[src/rtl/global_defs.sv]
// Shared MPU sizing constants.
// Element width, matrix bounds, register count and clock period.
package global_defs;
  localparam int FPBITS = 31;
  localparam int M_MEM = 3;
  localparam int N_MEM = 3;
  localparam int MBITS = $clog2(M_MEM + 1) - 1;
  localparam int NBITS = $clog2(N_MEM + 1) - 1;
  localparam int NUM_ELEMENTS = M_MEM * N_MEM;
  localparam int MATRIX_REGISTERS = 4;
  localparam int MATRIX_REG_BITS =
    $clog2(MATRIX_REGISTERS) - 1;
  localparam int CLOCK_PERIOD = 10;
endpackage

[src/rtl/mpu_pkg.sv]
// MPU types: operation enum, load FSM state, field types
// and the register-file write command bundle.
package mpu_pkg;
  import global_defs::*;

  typedef enum logic [2:0] {
    NOP,
    LOAD,
    STORE,
    MULT,
    ADD
  } mpu_operation_t;

  typedef enum logic [1:0] {
    ST_IDLE,
    ST_LOAD,
    ST_ACK
  } load_state_t;

  typedef logic [FPBITS:0] elem_t;
  typedef logic [MBITS:0] m_t;
  typedef logic [NBITS:0] n_t;
  typedef logic [MATRIX_REG_BITS:0] maddr_t;

  typedef struct packed {
    logic en;
    maddr_t addr;
    m_t i;
    n_t j;
    m_t m;
    n_t n;
    elem_t elem;
  } wr_cmd_t;
endpackage

[src/rtl/mpu_register_file.sv]
// Matrix register bank: one write port, one registered read port.
// Ports: clk, rst, wr_in (write cmd), rd_* (read request/results).
module mpu_register_file
  import global_defs::*;
  import mpu_pkg::*;
(
  input  logic    clk,
  input  logic    rst,
  input  wr_cmd_t wr_in,
  input  logic    rd_en_in,
  input  maddr_t  rd_addr_in,
  input  m_t      rd_i_in,
  input  n_t      rd_j_in,
  output elem_t   rd_elem_out,
  output m_t      rd_m_out,
  output n_t      rd_n_out
);

  elem_t arr_q [MATRIX_REGISTERS][M_MEM][N_MEM];
  m_t    msz_q [MATRIX_REGISTERS];
  n_t    nsz_q [MATRIX_REGISTERS];

  elem_t rd_elem_q, rd_elem_d;
  m_t    rd_m_q, rd_m_d;
  n_t    rd_n_q, rd_n_d;
  logic  rd_in_range;

  // Read indexing ignores stored sizes; only the array bound matters.
  assign rd_in_range = (int'(rd_i_in) < M_MEM) &&
                       (int'(rd_j_in) < N_MEM);

  always_comb begin
    rd_elem_d = rd_elem_q;
    rd_m_d = rd_m_q;
    rd_n_d = rd_n_q;
    if (rd_en_in) begin
      rd_m_d = msz_q[rd_addr_in];
      rd_n_d = nsz_q[rd_addr_in];
      if (rd_in_range) begin
        rd_elem_d = arr_q[rd_addr_in][rd_i_in][rd_j_in];
      end else begin
        rd_elem_d = '0;
      end
    end
  end

  always_ff @(posedge clk) begin
    if (rst) begin
      for (int r = 0; r < MATRIX_REGISTERS; r++) begin
        msz_q[r] <= '0;
        nsz_q[r] <= '0;
        for (int a = 0; a < M_MEM; a++) begin
          for (int b = 0; b < N_MEM; b++) begin
            arr_q[r][a][b] <= '0;
          end
        end
      end
      rd_elem_q <= '0;
      rd_m_q <= '0;
      rd_n_q <= '0;
    end else begin
      if (wr_in.en) begin
        arr_q[wr_in.addr][wr_in.i][wr_in.j] <= wr_in.elem;
        msz_q[wr_in.addr] <= wr_in.m;
        nsz_q[wr_in.addr] <= wr_in.n;
      end
      rd_elem_q <= rd_elem_d;
      rd_m_q <= rd_m_d;
      rd_n_q <= rd_n_d;
    end
  end

  assign rd_elem_out = rd_elem_q;
  assign rd_m_out = rd_m_q;
  assign rd_n_out = rd_n_q;

endmodule

[src/rtl/mpu_matrix_load_path.sv]
// Load sequencer: streams a row-major matrix into a register file.
// Ports: load request/ack/error, register read port for the store path.
module mpu_matrix_load_path
  import global_defs::*;
  import mpu_pkg::*;
(
  input  logic                     clk,
  input  logic                     rst,
  input  logic                     load_en_in,
  input  logic [FPBITS:0]          mem_load_element_in,
  input  logic [MBITS:0]           mem_m_load_size_in,
  input  logic [NBITS:0]           mem_n_load_size_in,
  input  logic [MATRIX_REG_BITS:0] mem_load_addr_in,
  output logic                     mem_load_ack_out,
  output logic                     mem_load_error_out,
  input  logic                     reg_store_en_in,
  input  logic [MATRIX_REG_BITS:0] reg_store_addr_in,
  input  logic [MBITS:0]           reg_i_store_loc_in,
  input  logic [NBITS:0]           reg_j_store_loc_in,
  output logic [FPBITS:0]          reg_store_element_out,
  output logic [MBITS:0]           reg_m_store_size_out,
  output logic [NBITS:0]           reg_n_store_size_out
);

  localparam m_t M_ONE = m_t'(1);
  localparam n_t N_ONE = n_t'(1);

  load_state_t state_q, state_d;
  m_t      i_q, i_d, m_q, m_d;
  n_t      j_q, j_d, n_q, n_d;
  maddr_t  addr_q, addr_d;
  wr_cmd_t wr_q, wr_d;
  logic    ack_q, ack_d;
  logic    err_q, err_d;

  logic size_bad;
  logic last_i;
  logic last_j;

  assign size_bad =
    (mem_m_load_size_in == '0) ||
    (mem_n_load_size_in == '0) ||
    (int'(mem_m_load_size_in) > M_MEM) ||
    (int'(mem_n_load_size_in) > N_MEM);

  assign last_i = (i_q == m_q - M_ONE);
  assign last_j = (j_q == n_q - N_ONE);

  always_comb begin
    state_d = state_q;
    i_d = i_q;
    j_d = j_q;
    m_d = m_q;
    n_d = n_q;
    addr_d = addr_q;
    ack_d = 1'b0;
    err_d = 1'b0;
    wr_d = '0;
    unique case (state_q)
      ST_IDLE: begin
        if (load_en_in) begin
          if (size_bad) begin
            err_d = 1'b1;
          end else begin
            wr_d.en = 1'b1;
            wr_d.addr = mem_load_addr_in;
            wr_d.m = mem_m_load_size_in;
            wr_d.n = mem_n_load_size_in;
            wr_d.elem = mem_load_element_in;
            m_d = mem_m_load_size_in;
            n_d = mem_n_load_size_in;
            addr_d = mem_load_addr_in;
            // Element (0,0) is taken now; point at the next one.
            if (mem_n_load_size_in == N_ONE) begin
              i_d = M_ONE;
              j_d = '0;
            end else begin
              i_d = '0;
              j_d = N_ONE;
            end
            // A 1x1 matrix is already complete.
            if (mem_m_load_size_in == M_ONE &&
                mem_n_load_size_in == N_ONE) begin
              state_d = ST_ACK;
              ack_d = 1'b1;
            end else begin
              state_d = ST_LOAD;
            end
          end
        end
      end
      ST_LOAD: begin
        wr_d.en = 1'b1;
        wr_d.addr = addr_q;
        wr_d.i = i_q;
        wr_d.j = j_q;
        wr_d.m = m_q;
        wr_d.n = n_q;
        wr_d.elem = mem_load_element_in;
        if (last_i && last_j) begin
          state_d = ST_ACK;
          ack_d = 1'b1;
        end else if (last_j) begin
          j_d = '0;
          i_d = i_q + M_ONE;
        end else begin
          j_d = j_q + N_ONE;
        end
      end
      ST_ACK: begin
        state_d = ST_IDLE;
      end
      default: begin
        state_d = ST_IDLE;
      end
    endcase
  end

  always_ff @(posedge clk) begin
    if (rst) begin
      state_q <= ST_IDLE;
      i_q <= '0;
      j_q <= '0;
      m_q <= '0;
      n_q <= '0;
      addr_q <= '0;
      wr_q <= '0;
      ack_q <= 1'b0;
      err_q <= 1'b0;
    end else begin
      state_q <= state_d;
      i_q <= i_d;
      j_q <= j_d;
      m_q <= m_d;
      n_q <= n_d;
      addr_q <= addr_d;
      wr_q <= wr_d;
      ack_q <= ack_d;
      err_q <= err_d;
    end
  end

  assign mem_load_ack_out = ack_q;
  assign mem_load_error_out = err_q;

  mpu_register_file u_rf (
    .clk         (clk),
    .rst         (rst),
    .wr_in       (wr_q),
    .rd_en_in    (reg_store_en_in),
    .rd_addr_in  (reg_store_addr_in),
    .rd_i_in     (reg_i_store_loc_in),
    .rd_j_in     (reg_j_store_loc_in),
    .rd_elem_out (reg_store_element_out),
    .rd_m_out    (reg_m_store_size_out),
    .rd_n_out    (reg_n_store_size_out)
  );

endmodule

[config.mk]
export PLATFORM = sky130hd
export DESIGN_NAME = mpu_matrix_load_path
export DESIGN_NICKNAME = d
export VERILOG_FILES = /design/src/rtl/global_defs.sv /design/src/rtl/mpu_pkg.sv /design/src/rtl/mpu_register_file.sv /design/src/rtl/mpu_matrix_load_path.sv
export SDC_FILE = /design/constraint.sdc
export NUM_CORES = 2
export LEC_CHECK = 0
export CORE_MARGIN = 2
export CORE_UTILIZATION = 55
export CTS_CLUSTER_SIZE = 8
export DETAILED_ROUTE_END_ITERATION = 12
export PLACE_DENSITY_LB_ADDON = 0.2
export SKIP_LAST_GASP = 1
export SLEW_MARGIN = 25
export SYNTH_ARGS = -nofsm -noshare
export SYNTH_HDL_FRONTEND = slang
export SYNTH_SLANG_ARGS = --single-unit
export TNS_END_PERCENT = 20
[constraint.sdc]
create_clock -name clk -period 2.5 [get_ports clk]
set_input_delay 0.375 -clock clk [delete_from_list [all_inputs] [get_ports clk]]
set_output_delay 0.375 -clock clk [all_outputs]
set_load 0.005 [all_outputs]
# Word level (Yosys, flattened, before mapping)
# Memory sizes are Yosys's and may differ from the RTL's. A register that Yosys moved wholly into a read port is not among the register bits.
# Index checks and enable logic that the tools add are counted.
# Widths: inputs -> output; s select.
# word_totals
reg_bits	89
ram_bits	1168
in_bits	48
out_inout_bits	38
mem_count	3
# memory_table
name	words	width	read_ports	rd_clocked_by_memory_dff	write_ports	line_no	source
u_rf.arr_q	4	288	1	0	4	mpu_register_file.sv:19	elem_t arr_q [MATRIX_REGISTERS][M_MEM][N_MEM];
u_rf.msz_q	4	2	1	1	4	mpu_register_file.sv:20	m_t msz_q [MATRIX_REGISTERS];
u_rf.nsz_q	4	2	1	1	4	mpu_register_file.sv:21	n_t nsz_q [MATRIX_REGISTERS];
# classes
n_addsub	4
n_lt_le_gt_ge	8
eq_ne	10
n_mux	55
bitwise_logic	8
n_reduce_logical	19
# op_table
operator	count
$mux 288	3
$mux 96	3
$reduce_or 288->1	1
$bmux 96 s2	1
$demux 96 s2	1
$mux 32	4
$mux 36	2
$pmux 36 s2	1
$bmux 32 s2	1
$demux 32 s2	1
$mux 2	17
$mux 1	14
$ge 3x3->1 const B	4
$not 2->3	4
$pmux 2 s2	3
$ne 2x2->1 const B	5
$eq 2x1->1 const B	3
$logic_not 2->1	3
$lt 3x1->1 const B	2
$mux 3	2
$pmux 3 s2	1
$reduce_and 3->1	2
$reduce_or 2->1	3
$logic_and 1x1->1	5
11 further kinds	18

# Depth between registers and ports, before layout
# depth
depth_word	10
ltp_mapped	9
mapped_depth_nobuf	5

# Hierarchy
# A second synthesis with hierarchy kept.
# hier_totals
cells_unflattened	3982
hier_area_um2	56524.2
# modules_own_cells
mod	instances	cells_per_inst	area_each_um2
mpu_register_file	1	3798	54633.6
mpu_matrix_load_path	1	184	1890.6

# Worst setup path after synthesis
# No wires, ideal clock.
# synth_path
path_kind	input port to flip-flop
start	in rst
end	mem u_rf.arr_q[3][128] (netlist name) (enable)
setup_ns	0.375
arrival_time_ns	1.796
required_time_ns	2.125
path_slack_ns	0.329
cell_stages	7
path_buffers	2
cell_sequence	clkbuf_1 > nor2b_1 > buf_2 > and3b_1 > nand2_1 > nor2_1 > or2_2
# synth_lines
element	line_no	source
start, declared	mpu_matrix_load_path.sv:8	input logic rst,
end, declared	mpu_register_file.sv:19	

# Worst setup path in the final report
# layout_path
start	reg u_rf.rd_elem_q[25] (netlist: u_rf.rd_elem_out[25])
end	out reg_store_element_out[25]
# layout_lines
element	line_no	source
start, declared	mpu_register_file.sv:23	elem_t rd_elem_q, rd_elem_d;
start signal, assigned	mpu_register_file.sv:67	rd_elem_q <= rd_elem_d;
end, declared	mpu_matrix_load_path.sv:20	output logic [FPBITS:0] reg_store_element_out,
# No word-level cell between the ends.

==> out/metrics.csv <==
stage,metric,value,unit
power_and_ir_drop,Leakage,0.02503,uW
power_and_ir_drop,Psw,11240,uW
final_layout,"most common cell after layout, fill and taps aside",and2_1,
clock_network,CTS Sinks,1261,
clock_network,Post-CTS Setup Bufs,0,
placement,RePlAce Congestion,0.9410,
critical_path,slowest cell delay on critical path,0.60,ns
die,Starting Density,0.5547,
die,Die H,324.3,um
detailed_routing,Initial DRC Count,3713,
detailed_routing,DRC viols,0,
power_and_ir_drop,peak supply drop,0.5709,mV
die,Die Width,324.3,um
logic_synthesis,"area leader, netlist",edfxtp_1,
power_and_ir_drop,Combinational Power Share,0.075,
logic_synthesis,register area share after synthesis,0.6545,
critical_path,CP Max Fanout,2,
detailed_routing,Routed wire per std cell,27.99,um
clock_network,clock tree buffer depth,3,
power_and_ir_drop,Sw Ratio,0.2269,
final_layout,Layout area overhead,16.85,%
timing,Tightest Pin Transition,0.8706,ns
die,die area,105200,sq um
critical_path,required time of the critical path,2.12,ns
critical_path,CP top delay family,buffers and inverters,
clock_network,CTS tree,done,
critical_path,CP arrival,1.90,ns
critical_path,R2R depth,7,
timing,Fmax,0.4395,GHz
timing,Max-slew headroom,0.4161,
final_layout,layout cell share with drive strength beyond 1,0.1769,
critical_path,type of origin of the critical path,flip-flop,
clock_network,CTS Hold Bufs,0,
timing,Pins Over Slew Limit,0,
critical_path,CP Cell Sequence,clkdlybuf4s50_1,
power_and_ir_drop,clock power share,0.440,
min_path,WHS Path Cells,3,
placement,I/O Buffers,85,
global_routing,initial antenna violation count,13,
logic_synthesis,Synth top area share,0.6215,
final_layout,final non-filler cell area,65950,sq um
global_routing,vias in the first global route,34435,
timing,unrepaired setup endpoints after global routing,no,
timing,period utilization,0.9102,
timing,min Tclk post-route,2.275,ns
logic_synthesis,post-synthesis register bit count,1261,
outcome,outcome,completed,
timing,final setup violation count,0,
final_layout,most frequent cells in the layout,"1189 x and2_1, 1168 x edfxtp_1, 342 x mux2i_1",
clock_network,clock root cell,clkbuf_16,
global_routing,first-pass GRT wire length,231900,um
power_and_ir_drop,Pint,38310,uW
timing,final hold viol count,0,
clock_network,"Reg clk slew, reported paths",0.05,ns
critical_path,CP endpoint kind,output pin,
global_routing,grt ovf,0,
die,IO Pins,86,
critical_path,buffers plus inverters on the worst setup path,1,
clock_network,htree depth,4,
min_path,HP Class,in2reg,
detailed_routing,drt pass-1 iters,5,
power_and_ir_drop,sequential share of power,0.484,
logic_synthesis,synthesized area,56440,sq um
logic_synthesis,Synth Instances,3978,
placement,Detail Placement HPWL,98970,um
critical_path,CP max stage cell,clkdlybuf4s50_1,
clock_network,cts bufs inserted,175,
die,Core Box Area,101700,sq um
final_layout,# nets final,4254,
power_and_ir_drop,pwr/cell area,751.3,nW/um^2
global_routing,Total GRT Usage,0.3033,
placement,area post-placement,60950,sq um
global_routing,largest net degree at the start of global routing,62,
detailed_routing,DRT Wirelength,159100,um
clock_network,worst-skew pair later-pin latency,0.76,ns
timing,setup skew after layout,0.02192,ns
job,Max Cap Viol,0,
detailed_routing,vias per cell,5.974,
logic_synthesis,yosys warns,0,
final_layout,final core occ,0.6482,
clock_network,post-CTS sizing,0,
detailed_routing,post-detailed-route count of antenna-violating nets,0,
logic_synthesis,synth top area cells,"edfxtp_1 62%, and2_1 13%, mux2i_1 6.1%, mux4_2 4.0%, dfxtp_1 3.3%",
detailed_routing,vias post-DR,33957,
logic_synthesis,"Distinct cells, synth",39,
logic_synthesis,Syn Nets,4026,
critical_path,Crit path depth,1,
logic_synthesis,"Avg Cell Area, Syn",14.19,sq um
die,row count,117,
critical_path,Crit Path Category,reg2out,
power by group through the flow:
stage,Clock (uW),Sequential (uW),Combinational [uW]
2_1_floorplan,0,24300,1860
3_3_place_gp,0,24400,3680
3_5_place_dp,0,24400,3700
4_1_cts,22000,24000,3710
5_1_grt,22900,24000,3870
6_report,21800,24000,3730
routing by layer:
layer / up-vias / GRT usage / part of all wire
li1: 14954 / - / -
met1: 17099 / 0.3815 / 0.38
met2: 1500 / 0.4959 / 0.49
met3: 396 / 0.05526 / 0.075
met4: 8 / 0.1749 / 0.062
met5: - / 0 / 0.00028
sequential cells by signal, summed over array words and instances, names as in the netlist:
register / count
addr_q: 2
i_q: 2
j_q: 2
m_q: 2
mem_load_ack_out: 1
mem_load_error_out: 1
n_q: 2
state_q: 2
u_rf.arr_q: 1152
u_rf.msz_q: 8
u_rf.nsz_q: 8
u_rf.rd_elem_out: 32
u_rf.rd_m_out: 2
u_rf.rd_n_out: 2
wr_q: 43
area by class of cell:
cell class | count | area, sq um
multi-input combinational | 2338 | 17820
sequential | 1261 | 36940
timing repair buffer | 424 | 4459
fill | 7209 | 35800
antenna | 2 | 5.005
clock buffer | 274 | 4846
tap | 1368 | 1712
clock inverter | 11 | 148.9
inverter | 6 | 22.52
path summary, 6_finish.rpt:
kind | from | slack [ns] | end
worst min-delay path | rst | 0.13 | u_rf.rd_m_out[1]
worst max-delay path | u_rf.rd_elem_out[25] | 0.22 | reg_store_element_out[25]
worst max register to register | wr_q[42] | 0.33 | u_rf.arr_q[2][2]
worst min register to register | addr_q[0] | 0.46 | addr_q[0]
through the flow:
step	total power (uW)	worst slack [ns]	setup TNS, ns	cells	hold slack, ns
finish	49550	0.2246	0	5684	0.1289
detailed placement	28100	-0.3878	-2.321	5397	0.4479
global route	50830	0.2031	0	5682	0.1572
CTS	49700	0.2392	0	5682	0.1192
floorplan	26180	0.3291	0	3978	0.4366
global placement	28040	-0.3763	-1.894	5397	0.4437
kinds of logic (layout without fill, tap and decap cells):
family	count (synthesis)	count (layout)	share of synthesized area
other	0	2	0
and+or+nand+nor	1413	1413	0.1508
AOI/OAI and AO/OA	432	432	0.05241
xor gates and xnor gates	2	2	0.0003104
muxes	491	491	0.1103
buffers and inverters	379	715	0.03166
DFF	1261	1261	0.6545
cell usage after synthesis, drive strengths merged:
master / count
nor2b: 10
nand3: 3
o31ai: 16
mux2: 49
inv: 6
dfxtp: 93
o21bai: 4
a222oi: 1
clkbuf: 281
o22ai: 113
a211o: 16
xnor2: 2
o21ai: 52
a311oi: 2
or2: 40
a221oi: 16
nand2: 53
nor2: 62
buf: 92
or3: 5
edfxtp: 1168
a31oi: 17
nor3: 35
and3b: 2
a22o: 32
a21oi: 35
nand2b: 13
nor3b: 1
mux2i: 342
a22oi: 96
mux4: 100
a211oi: 32
and2: 1189
No activity file was read; power rests on OpenSTA's default activity.
